===== config.mk =====
export PLATFORM = sky130hd
export DESIGN_NAME = jt49_cendiv
export DESIGN_NICKNAME = d
export VERILOG_FILES = /design/src/rtl/jt49_cendiv.sv
export SDC_FILE = /design/constraint.sdc
export NUM_CORES = 1
export LEC_CHECK = 0
export ABC_AREA = 1
export CAP_MARGIN = 20
export CORE_MARGIN = 1
export CORE_UTILIZATION = 45
export DETAILED_ROUTE_END_ITERATION = 12
export DONT_BUFFER_PORTS = 1
export HOLD_SLACK_MARGIN = 0.12
export PLACE_DENSITY = 0.67
export REMOVE_ABC_BUFFERS = 1
export SLEW_MARGIN = 20
export SYNTH_ARGS = -nofsm -noshare
export SYNTH_HDL_FRONTEND = slang
export SYNTH_SLANG_ARGS = --single-unit

===== constraint.sdc =====
create_clock -name clk -period 1.95 [get_ports clk]
set_input_delay 0.0975 -clock clk [delete_from_list [all_inputs] [get_ports clk]]
set_output_delay 0.0975 -clock clk [all_outputs]
set_load 0.05 [all_outputs]

===== src/rtl/jt49_cendiv.sv =====
// Clock-enable divider chain: a programmable prescaler feeding a binary stage
// counter, producing one-cycle enable pulses at base/(R*2^k) for each stage k.
module jt49_cendiv #(
  parameter int STAGES = 4,
  parameter int PRE_W  = 4
) (
  input  logic              clk,
  input  logic              rst,
  input  logic              cen,
  input  logic [PRE_W-1:0]  div,
  input  logic              sync,
  output logic [STAGES-1:0] cen_out,
  output logic [STAGES-2:0] phase
);

  localparam int CW = STAGES - 1;

  logic [PRE_W-1:0]  pcnt_q, pcnt_d;
  logic [PRE_W-1:0]  div_lat_q, div_lat_d;
  logic [CW-1:0]     cnt_q, cnt_d;
  logic [STAGES-1:0] cen_out_q, cen_out_d;
  logic [STAGES-1:0] stage_hit;
  logic              evt, wrap;

  // Stage k fires on the event that carries out of the low k counter bits.
  assign stage_hit[0] = 1'b1;
  generate
    for (genvar k = 1; k < STAGES; k++) begin : g_hit
      assign stage_hit[k] = &cnt_q[k-1:0];
    end
  endgenerate

  assign evt  = cen & ~sync & (pcnt_q == div_lat_q);
  assign wrap = evt & (&cnt_q);

  always_comb begin
    pcnt_d    = pcnt_q;
    cnt_d     = cnt_q;
    div_lat_d = div_lat_q;
    cen_out_d = '0;
    if (sync) begin
      pcnt_d    = '0;
      cnt_d     = '0;
      div_lat_d = div;
    end else if (cen) begin
      if (evt) begin
        pcnt_d    = '0;
        cnt_d     = cnt_q + 1'b1;
        cen_out_d = stage_hit;
        // Divisor only retimes at a full-chain wrap so every stage stays aligned.
        if (wrap) div_lat_d = div;
      end else begin
        pcnt_d = pcnt_q + 1'b1;
      end
    end
  end

  always_ff @(posedge clk) begin
    if (rst) begin
      pcnt_q    <= '0;
      cnt_q     <= '0;
      div_lat_q <= div;
      cen_out_q <= '0;
    end else begin
      pcnt_q    <= pcnt_d;
      cnt_q     <= cnt_d;
      div_lat_q <= div_lat_d;
      cen_out_q <= cen_out_d;
    end
  end

  assign cen_out = cen_out_q;
  assign phase   = cnt_q;

endmodule


==> flow_summary.json, run 1 <==
{
  "outcome": "completed",
  "path_clk_slew_ns": 0.08,
  "num_rows": 13,
  "ys_seq_area_share_pct": 50.37,
  "mostFrequentLayoutCells": "nand2_1, dfxtp_1, inv_1, dlygate4sd3_1",
  "cpPeakStageDelay_ns": 0.55,
  "final_core_util_pct": 60.43,
  "port_buffers": 0,
  "rsz0062_at_grt": "no",
  "floorplan.die.width_microns": 40.75,
  "tns_ns": 0,
  "synth_seq_cells": 15,
  "p_per_area_nw_per_um2": 685.3,
  "worstSetupStartpointType": "flip-flop",
  "tritoncts": "built",
  "grt_usage_pct": 17.22,
  "rr_worst_depth": 8,
  "fmax_mhz": 584.7,
  "initial_utilization_pct": 50.05,
  "crit_arrival_ns": 1.94,
  "gp_congestion": 0.7935,
  "regToRegSetupSlack_ns": 0.24,
  "cts.path.max_buffers": 2,
  "path_class": "reg -> reg",
  "fp.coreArea_sq_um": 1350,
  "layout_min_cycle_time_ns": 1.710,
  "finalWirelength_microns": 1110,
  "skew_ns": 0.003483,
  "synth_cell_types": 19,
  "antenna_found_initial": 0,
  "hold_viol_final": 0,
  "fp.dieH_microns": 40.75,
  "drc": 0,
  "cp-end-kind": "flip-flop",
  "fin_ws_ns": 0.2398,
  "die_area_sq_um": 1661,
  "cap_violations": 0,
  "met2_usage_pct": 27.78,
  "hold_path.class": "in -> reg",
  "required_ns": 2.18,
  "cp_cell_sequence": "nand2_1 -> clkinv_1 -> nor2_1 -> nor2_4 -> nand2_4 -> nand2_1 -> a21oi_1 -> dlygate4sd3_1",
  "io_pins": 15,
  "dp_hpwl_microns": 857.4,
  "crit_fanout": 9,
  "cts-resized-gates": 0,
  "worst_path_most_repeated_cell": "nand2_1",
  "regToRegStartpoint": "div_lat_q[2]",
  "num_vias": 513,
  "hold_end": "phase[0]",
  "drtPass1Iterations": 5,
  "hold_depth": 5,
  "clkSinkCount": 15,
  "cts-htree-levels": 1,
  "setup_viol": 0,
  "r2r-end": "pcnt_q[1]",
  "avgSynthCellArea_sq_um": 8.662,
  "area_delta_synth_final_pct": 20.74,
  "wire_per_inst_microns": 10.37,
  "ant_nets": 0,
  "num_antenna_cells": 0,
  "via_per_inst": 4.794,
  "use_met1_pct": 19.19,
  "ir_drop_v": 0.0004723,
  "grt_pass1_wl_microns": 1759,
  "numCtsBuffers": 3,
  "fin_nets": 104,
  "finalMaxSlewViolations": 0,
  "cellLeakagePower_nw": 0.3431,
  "slowest_stage": "dlygate4sd3_1",
  "finalCritPeriodShare_pct": 87.70,
  "cts-root-buf": "clkbuf_4",
  "grt_util_met3_pct": 9.783,
  "grt_pass1_vias": 436,
  "syn_area_sq_um": 675.6,
  "drive_above_1_share_pct": 18.48,
  "insertion_delay_ns": 0.28,
  "grt_max_degree": 10,
  "fill_cells": 119,
  "slew_headroom_pct": 67.14,
  "post-place-ws_ns": 0.4079,
  "syn_inst": 78,
  "grt.busiest_layer": "met2",
  "drt_iter0_drc": 13,
  "overflow": 0,
  "worstMarginPinSlew_ns": 0.4922,
  "mostFrequentLayoutCell": "nand2_1",
  "min_from": "sync",
  "synth_warnings": 0
}
[report_power, final]
group          switching [mW]  internal, mW  total (mW)
registers             0.00743         0.330       0.337
logic                  0.0289        0.0226      0.0516
clock network          0.0907        0.0794       0.170
total                   0.127         0.432       0.559
[repair_timing]
action	in CTS	in global routing
endpoints found under the hold margin	14	0
buffers inserted	0	0
endpoints found under the setup margin	0	0
hold buffers	8	0
[kinds of logic after synthesis]
logic type                 Yosys count  share of synthesized area [%]
and+or+nand+nor                     35                          27.78
buffers and inverters               15                          8.889
DFF                                 15                          50.37
AOI/OAI and AO/OA                   10                          7.406
adders and majority gates            3                          5.556
[per-layer routing]
metal,wire length (microns),part of all wire (%)
met1,539,49
met2,501,45
met3,64,5.8
met4,5,0.45
met5,0,0
[stage by stage]
stage / cell area, sq um / hold slack (ns) / total power, mW / cells
2_1_floorplan: 668.1 / 0.1696 / 0.3749 / 77
3_3_place_gp: 709.4 / 0.1712 / 0.3809 / 95
3_5_place_dp: 709.4 / 0.1728 / 0.3818 / 95
4_1_cts: 815.8 / 0.1386 / 0.5640 / 107
5_1_grt: 815.8 / 0.1548 / 0.5858 / 107
6_report: 815.8 / 0.1439 / 0.5591 / 107
[cells in the mapped netlist (all sizes together)]
cell | number | area, sq um
a21oi | 6 | 30.03
buf | 1 | 7.510
clkinv | 1 | 3.750
dfxtp | 11 | 220.2
edfxtp | 4 | 120.1
ha | 3 | 37.54
inv | 13 | 48.80
nand2 | 14 | 60.06
nand3 | 7 | 40.04
nor2 | 12 | 75.07
nor3 | 1 | 5.000
nor3b | 1 | 7.510
o21ai | 4 | 20.01
[registers in the layout, summed over array words and instances (netlist names)]
| register | count |
|---|---|
| div_lat_q | 4 |
| cen_out | 4 |
| phase | 3 |
| pcnt_q | 4 |
[critical path, delay by kind of cell, from the launching register on]
| family | cells | cell delay, ns |
|---|---|---|
| and+or+nand+nor | 5 | 0.56 |
| buffers and inverters | 2 | 0.60 |
| DFF | 1 | 0.39 |
| AOI/OAI and AO/OA | 1 | 0.11 |
[worst max-delay path by stage]
stage / start / end / slack [ns] / cells past startpoint
floorplan: phase[0] / div_lat_q[0] / 0.27 / 4
global placement: pcnt_q[0] / div_lat_q[2] / 0.46 / 6
detailed placement: pcnt_q[0] / div_lat_q[0] / 0.41 / 6
CTS: div_lat_q[2] / pcnt_q[1] / 0.24 / 8
global route: div_lat_q[2] / pcnt_q[1] / 0.09 / 8
finish: div_lat_q[2] / pcnt_q[1] / 0.24 / 8
[area by class of cell]
class,count,area [sq um],area share (%)
timing repair buffer,11,102.6,12.58
sequential,15,340.3,41.72
clock buffer,4,26.28,3.221
inverter,14,52.55,6.442
multi-input combinational,48,275.3,33.74
tap,15,18.77,2.301
Note: power is estimated with default switching activity, not from simulation.
==> run 2: changes to the inputs <==
--- a/config.mk
+++ b/config.mk
@@ -6,14 +6,15 @@
 export NUM_CORES = 1
 export LEC_CHECK = 0
 export ABC_AREA = 1
-export CAP_MARGIN = 20
+export CAP_MARGIN = 15
 export CORE_MARGIN = 1
-export CORE_UTILIZATION = 45
+export CORE_UTILIZATION = 40
 export DETAILED_ROUTE_END_ITERATION = 12
 export DONT_BUFFER_PORTS = 1
 export HOLD_SLACK_MARGIN = 0.12
-export PLACE_DENSITY = 0.67
+export PLACE_DENSITY = 0.61
 export REMOVE_ABC_BUFFERS = 1
+export SKIP_CTS_REPAIR_TIMING = 1
 export SLEW_MARGIN = 20
 export SYNTH_ARGS = -nofsm -noshare
 export SYNTH_HDL_FRONTEND = slang
==> run 2 against run 1 <==
Net effect: via count increased by 1.4%; sequential power hardly changed; global-route usage decreased by 3.6 points; wire length shrank 0.81%; utilization shrank 7.4 points; critical path type unchanged; largest power group unchanged.
==> flow_summary.json, run 2 (synthesized netlist as in run 1, its figures left out) <==
{
  "outcome": "completed",
  "cts.path.max_buffers": 2,
  "dp_hpwl_microns": 851.3,
  "ant_nets": 0,
  "tns_ns": 0,
  "insertion_delay_ns": 0.28,
  "num_rows": 14,
  "skew_ns": 0.005682,
  "cp_cell_sequence": "inv_2 -> nand2_1 -> nand3_1 -> nor2_4 -> nand2_4 -> nand2_1 -> a21oi_1 -> dlygate4sd3_1",
  "grt_usage_pct": 13.64,
  "clkSinkCount": 15,
  "worstMarginPinSlew_ns": 0.4719,
  "mostFrequentLayoutCells": "nand2_1, dfxtp_1, inv_1, dlygate4sd3_1",
  "grt_max_degree": 10,
  "initial_utilization_pct": 43.83,
  "die_area_sq_um": 1858,
  "tritoncts": "built",
  "cap_violations": 0,
  "fp.dieH_microns": 43.10,
  "cts-htree-levels": 1,
  "num_vias": 520,
  "io_pins": 15,
  "cp_top_family": "buffers and inverters",
  "cts-root-buf": "clkbuf_4",
  "fin_nets": 104,
  "drtPass1Iterations": 4,
  "required_ns": 2.12,
  "worstSetupStartpointType": "flip-flop",
  "p_per_area_nw_per_um2": 686.3,
  "grt_pass1_wl_microns": 1807,
  "slew_headroom_pct": 68.50,
  "gp_congestion": 0.8260,
  "ir_drop_v": 0.0003453,
  "finalWirelength_microns": 1101,
  "finalCritPeriodShare_pct": 86.55,
  "drc": 0,
  "hold_path.class": "in -> reg",
  "layout_min_cycle_time_ns": 1.688,
  "num_antenna_cells": 0,
  "port_buffers": 0,
  "fp.coreArea_sq_um": 1541,
  "path_class": "reg -> reg",
  "stdcell_area_sq_um": 817.0,
  "floorplan.die.width_microns": 43.10,
  "overflow": 0,
  "fill_cells": 152,
  "path_clk_slew_ns": 0.08,
  "drive_above_1_share_pct": 18.48,
  "setup_viol": 0,
  "cp-end-kind": "flip-flop",
  "worst_path_most_repeated_cell": "nand2_1",
  "drt_iter0_drc": 9,
  "dp.cells": 96,
  "rsz0062_at_grt": "no",
  "antenna_found_initial": 0,
  "wire_per_inst_microns": 10.19,
  "grt_pass1_vias": 416,
  "crit_fanout": 9,
  "mostFrequentLayoutCell": "nand2_1",
  "slowest_stage": "dlygate4sd3_1",
  "finalNonFillerCells": 108,
  "fmax_mhz": 592.5,
  "power_mw": 0.5607,
  "cellLeakagePower_nw": 0.3431,
  "numCtsBuffers": 3,
  "critPathBufInv": 2,
  "via_per_inst": 4.815,
  "placed_area_sq_um": 710.7,
  "finalMaxSlewViolations": 0,
  "crit_arrival_ns": 1.86,
  "cpPeakStageDelay_ns": 0.55,
  "area_delta_synth_final_pct": 20.93,
  "hold_viol_final": 0
}
==> run 2: cell counts in the layout (fill, tap and decap cells not counted) <==
No cell type changed its count.
==> run 2: area by class of cell <==
cell class,count,area (sq um),area share [%]
clock buffer,4,26.28,3.216
inverter,14,52.55,6.432
multi-input combinational,48,275.3,33.69
sequential,15,340.3,41.65
tap,16,20.02,2.450
timing repair buffer,11,102.6,12.56
==> run 2: final timing paths <==
check | start | to | slack [ns] | cells past startpoint
max | pcnt_q[0] | pcnt_q[1] | 0.26 | 8
min | cen | pcnt_q[0] | 0.11 | 4
max reg2reg | pcnt_q[0] | pcnt_q[1] | 0.26 | 8
min reg2reg | pcnt_q[3] | pcnt_q[3] | 0.56 | 3
==> run 2: per-layer routing <==
metal  part of all wire [%]  up-vias  GRT usage [%]
li1                       -      272              -
met1                     47      220          18.73
met2                     44       21          16.72
met5                      0        -              0
met3                    6.4        7          7.234
met4                    2.8        0          7.273
==> run 2: per-stage QoR <==
step / util (%) / hold slack (ns) / setup slack (ns)
floorplan: - / 0.1696 / 0.2742
global placement: 46.10 / 0.1718 / 0.4438
detailed placement: 46.10 / 0.1724 / 0.4109
CTS: 47.81 / -0.1410 / 0.3969
global route: 53.00 / 0.1241 / 0.09186
finish: 53.00 / 0.1063 / 0.2623
==> run 2: report_power, final <==
| group | total, mW | switching [mW] | internal, mW |
|---|---|---|---|
| registers | 0.337 | 0.00730 | 0.330 |
| logic | 0.0508 | 0.0282 | 0.0226 |
| clock network | 0.173 | 0.0931 | 0.0795 |
==> run 2: worst min-delay path: cells and delay by family <==
family	cells	cell delay, ns
AND/OR/NAND/NOR	2	0.13
buffers and inverters	1	0.04
AO/OA/AOI/OAI	1	0.08
==> run 3: changes to the inputs <==
--- a/config.mk
+++ b/config.mk
@@ -14,6 +14,7 @@
 export HOLD_SLACK_MARGIN = 0.12
 export PLACE_DENSITY = 0.61
 export REMOVE_ABC_BUFFERS = 1
+export SETUP_SLACK_MARGIN = 0.4
 export SKIP_CTS_REPAIR_TIMING = 1
 export SLEW_MARGIN = 20
 export SYNTH_ARGS = -nofsm -noshare
==> run 3 against run 2 <==
Net effect: clock-buffer cell count stayed put; die area unchanged; critical path depth decreased by 3; sequential share of layout area rose by 0.41 points.
==> flow_summary.json, run 3 (synthesized netlist as in run 1, its figures left out) <==
{
  "finalMaxSlewViolations": 0,
  "cts-root-buf": "clkbuf_4",
  "initial_utilization_pct": 43.83,
  "regToRegStartpoint": "pcnt_q[1]",
  "grt_pass1_vias": 416,
  "fmax_mhz": 703.1,
  "drive_above_1_share_pct": 20.88,
  "hold_viol_final": 0,
  "cp_cell_sequence": "dlygate4sd3_1 -> nand3_2 -> nor2_4 -> nand2_4 -> o21ai_2",
  "mostFrequentLayoutCell": "nand2_1",
  "required_ns": 1.92,
  "rr_worst_depth": 6,
  "finalCritPeriodShare_pct": 72.94,
  "tritoncts": "built",
  "die_area_sq_um": 1858,
  "num_vias": 518,
  "path_clk_slew_ns": 0.08,
  "outcome": "completed",
  "hold_end": "pcnt_q[0]",
  "fp.coreArea_sq_um": 1541,
  "grt.busiest_layer": "met1",
  "floorplan.die.width_microns": 43.10,
  "drc": 0,
  "setup_viol": 0,
  "via_per_inst": 4.841,
  "numCtsBuffers": 3,
  "grt_pass1_wl_microns": 1807,
  "wire_per_inst_microns": 10.50,
  "hold_depth": 5,
  "fp.dieH_microns": 43.10,
  "cts-htree-levels": 1,
  "rsz0062_at_grt": "no",
  "hold_path.class": "in -> reg",
  "path_class": "in -> reg",
  "dp_hpwl_microns": 851.3,
  "min_from": "cen",
  "ir_drop_v": 0.0003455,
  "insertion_delay_ns": 0.28,
  "tns_ns": 0,
  "crit_arrival_ns": 1.40,
  "cts.path.max_buffers": 2,
  "final_core_util_pct": 52.68,
  "clkSinkCount": 15,
  "gp_congestion": 0.8260,
  "overflow": 0,
  "cellLeakagePower_nw": 0.3379,
  "layout_min_cycle_time_ns": 1.422,
  "worstSetupStartpointType": "input pin",
  "io_pins": 15,
  "num_rows": 14,
  "worstMarginPinSlew_ns": 0.4719,
  "drtPass1Iterations": 4,
  "finalWirelength_microns": 1124,
  "area_delta_synth_final_pct": 20.19,
  "slowest_stage": "dlygate4sd3_1",
  "slew_headroom_pct": 68.50,
  "finalNonFillerCells": 107,
  "dp.cells": 96,
  "met2_usage_pct": 16.72,
  "regToRegSetupSlack_ns": 0.55,
  "cpPeakStageDelay_ns": 0.66,
  "cp_top_family": "buffers and inverters",
  "grt_max_degree": 10,
  "num_antenna_cells": 0,
  "drt_iter0_drc": 7,
  "grt_usage_pct": 13.64,
  "fin_nets": 103,
  "ant_nets": 0,
  "port_buffers": 0,
  "skew_ns": 0.006256,
  "crit_fanout": 9,
  "mostFrequentLayoutCells": "nand2_1, inv_1, dfxtp_1, dlygate4sd3_1",
  "cp-end-kind": "flip-flop",
  "grt_util_met3_pct": 7.234,
  "cap_violations": 0,
  "use_met1_pct": 18.73,
  "r2r-end": "div_lat_q[3]",
  "p_per_area_nw_per_um2": 691.6,
  "critPathBufInv": 1,
  "antenna_found_initial": 0
}
[run 3: cell count changes in the layout (fill, tap and decap cells not counted), sizes merged]
cell,before,now
dlygate4sd3,8,7
[run 3: how the worst max path moves through the flow]
stage                    from      endpoint  slack [ns]  depth (start not counted)
global placement    pcnt_q[1]  div_lat_q[0]        0.44                          6
CTS                 pcnt_q[0]  div_lat_q[2]        0.40                          6
detailed placement  pcnt_q[0]  div_lat_q[1]        0.41                          6
global route        pcnt_q[1]  div_lat_q[0]        0.43                          6
floorplan            phase[0]  div_lat_q[0]        0.27                          4
finish                    cen  div_lat_q[3]        0.53                          5
[run 3: power by group]
group          total (mW)  leakage (nW)  internal [mW]  switching, mW
Combinational      0.0506         0.193         0.0219         0.0287
Sequential          0.338         0.130          0.330        0.00754
Clock               0.173        0.0150         0.0795         0.0938
[run 3: final cells by class]
| type | count | area, sq um |
|---|---|---|
| Timing Repair Buffer | 10 | 92.59 |
| Inverter | 14 | 52.55 |
| Sequential cell | 15 | 341.6 |
| Multi-Input combinational cell | 48 | 279.0 |
| Clock buffer | 4 | 26.28 |
| Tap cell | 16 | 20.02 |
| Fill cell | 153 | 729.5 |
[run 3: per-layer routing]
metal,routed length (microns),share of wire (%)
met2,503,45
met3,63,5.6
met1,537,48
met4,19,1.7
met5,0,0
[run 3: worst register-to-register path, delay by kind of cell, from the launching register on]
family          cells  cell delay (ns)
compound gates      2             0.33
buf+inv             1             0.05
flops               1             0.40
simple gates        3             0.31
[run 3: metrics by stage]
step	power [mW]	hold WS, ns	setup slack [ns]	cell area, sq um
finish	0.5616	0.1007	0.5277	812.0
global route	0.5957	0.1223	0.4349	812.0
floorplan	0.3749	0.1696	0.2742	668.1
global placement	0.3809	0.1718	0.4438	710.7
detailed placement	0.3816	0.1724	0.4109	710.7
CTS	0.5573	-0.1410	0.3969	737.0
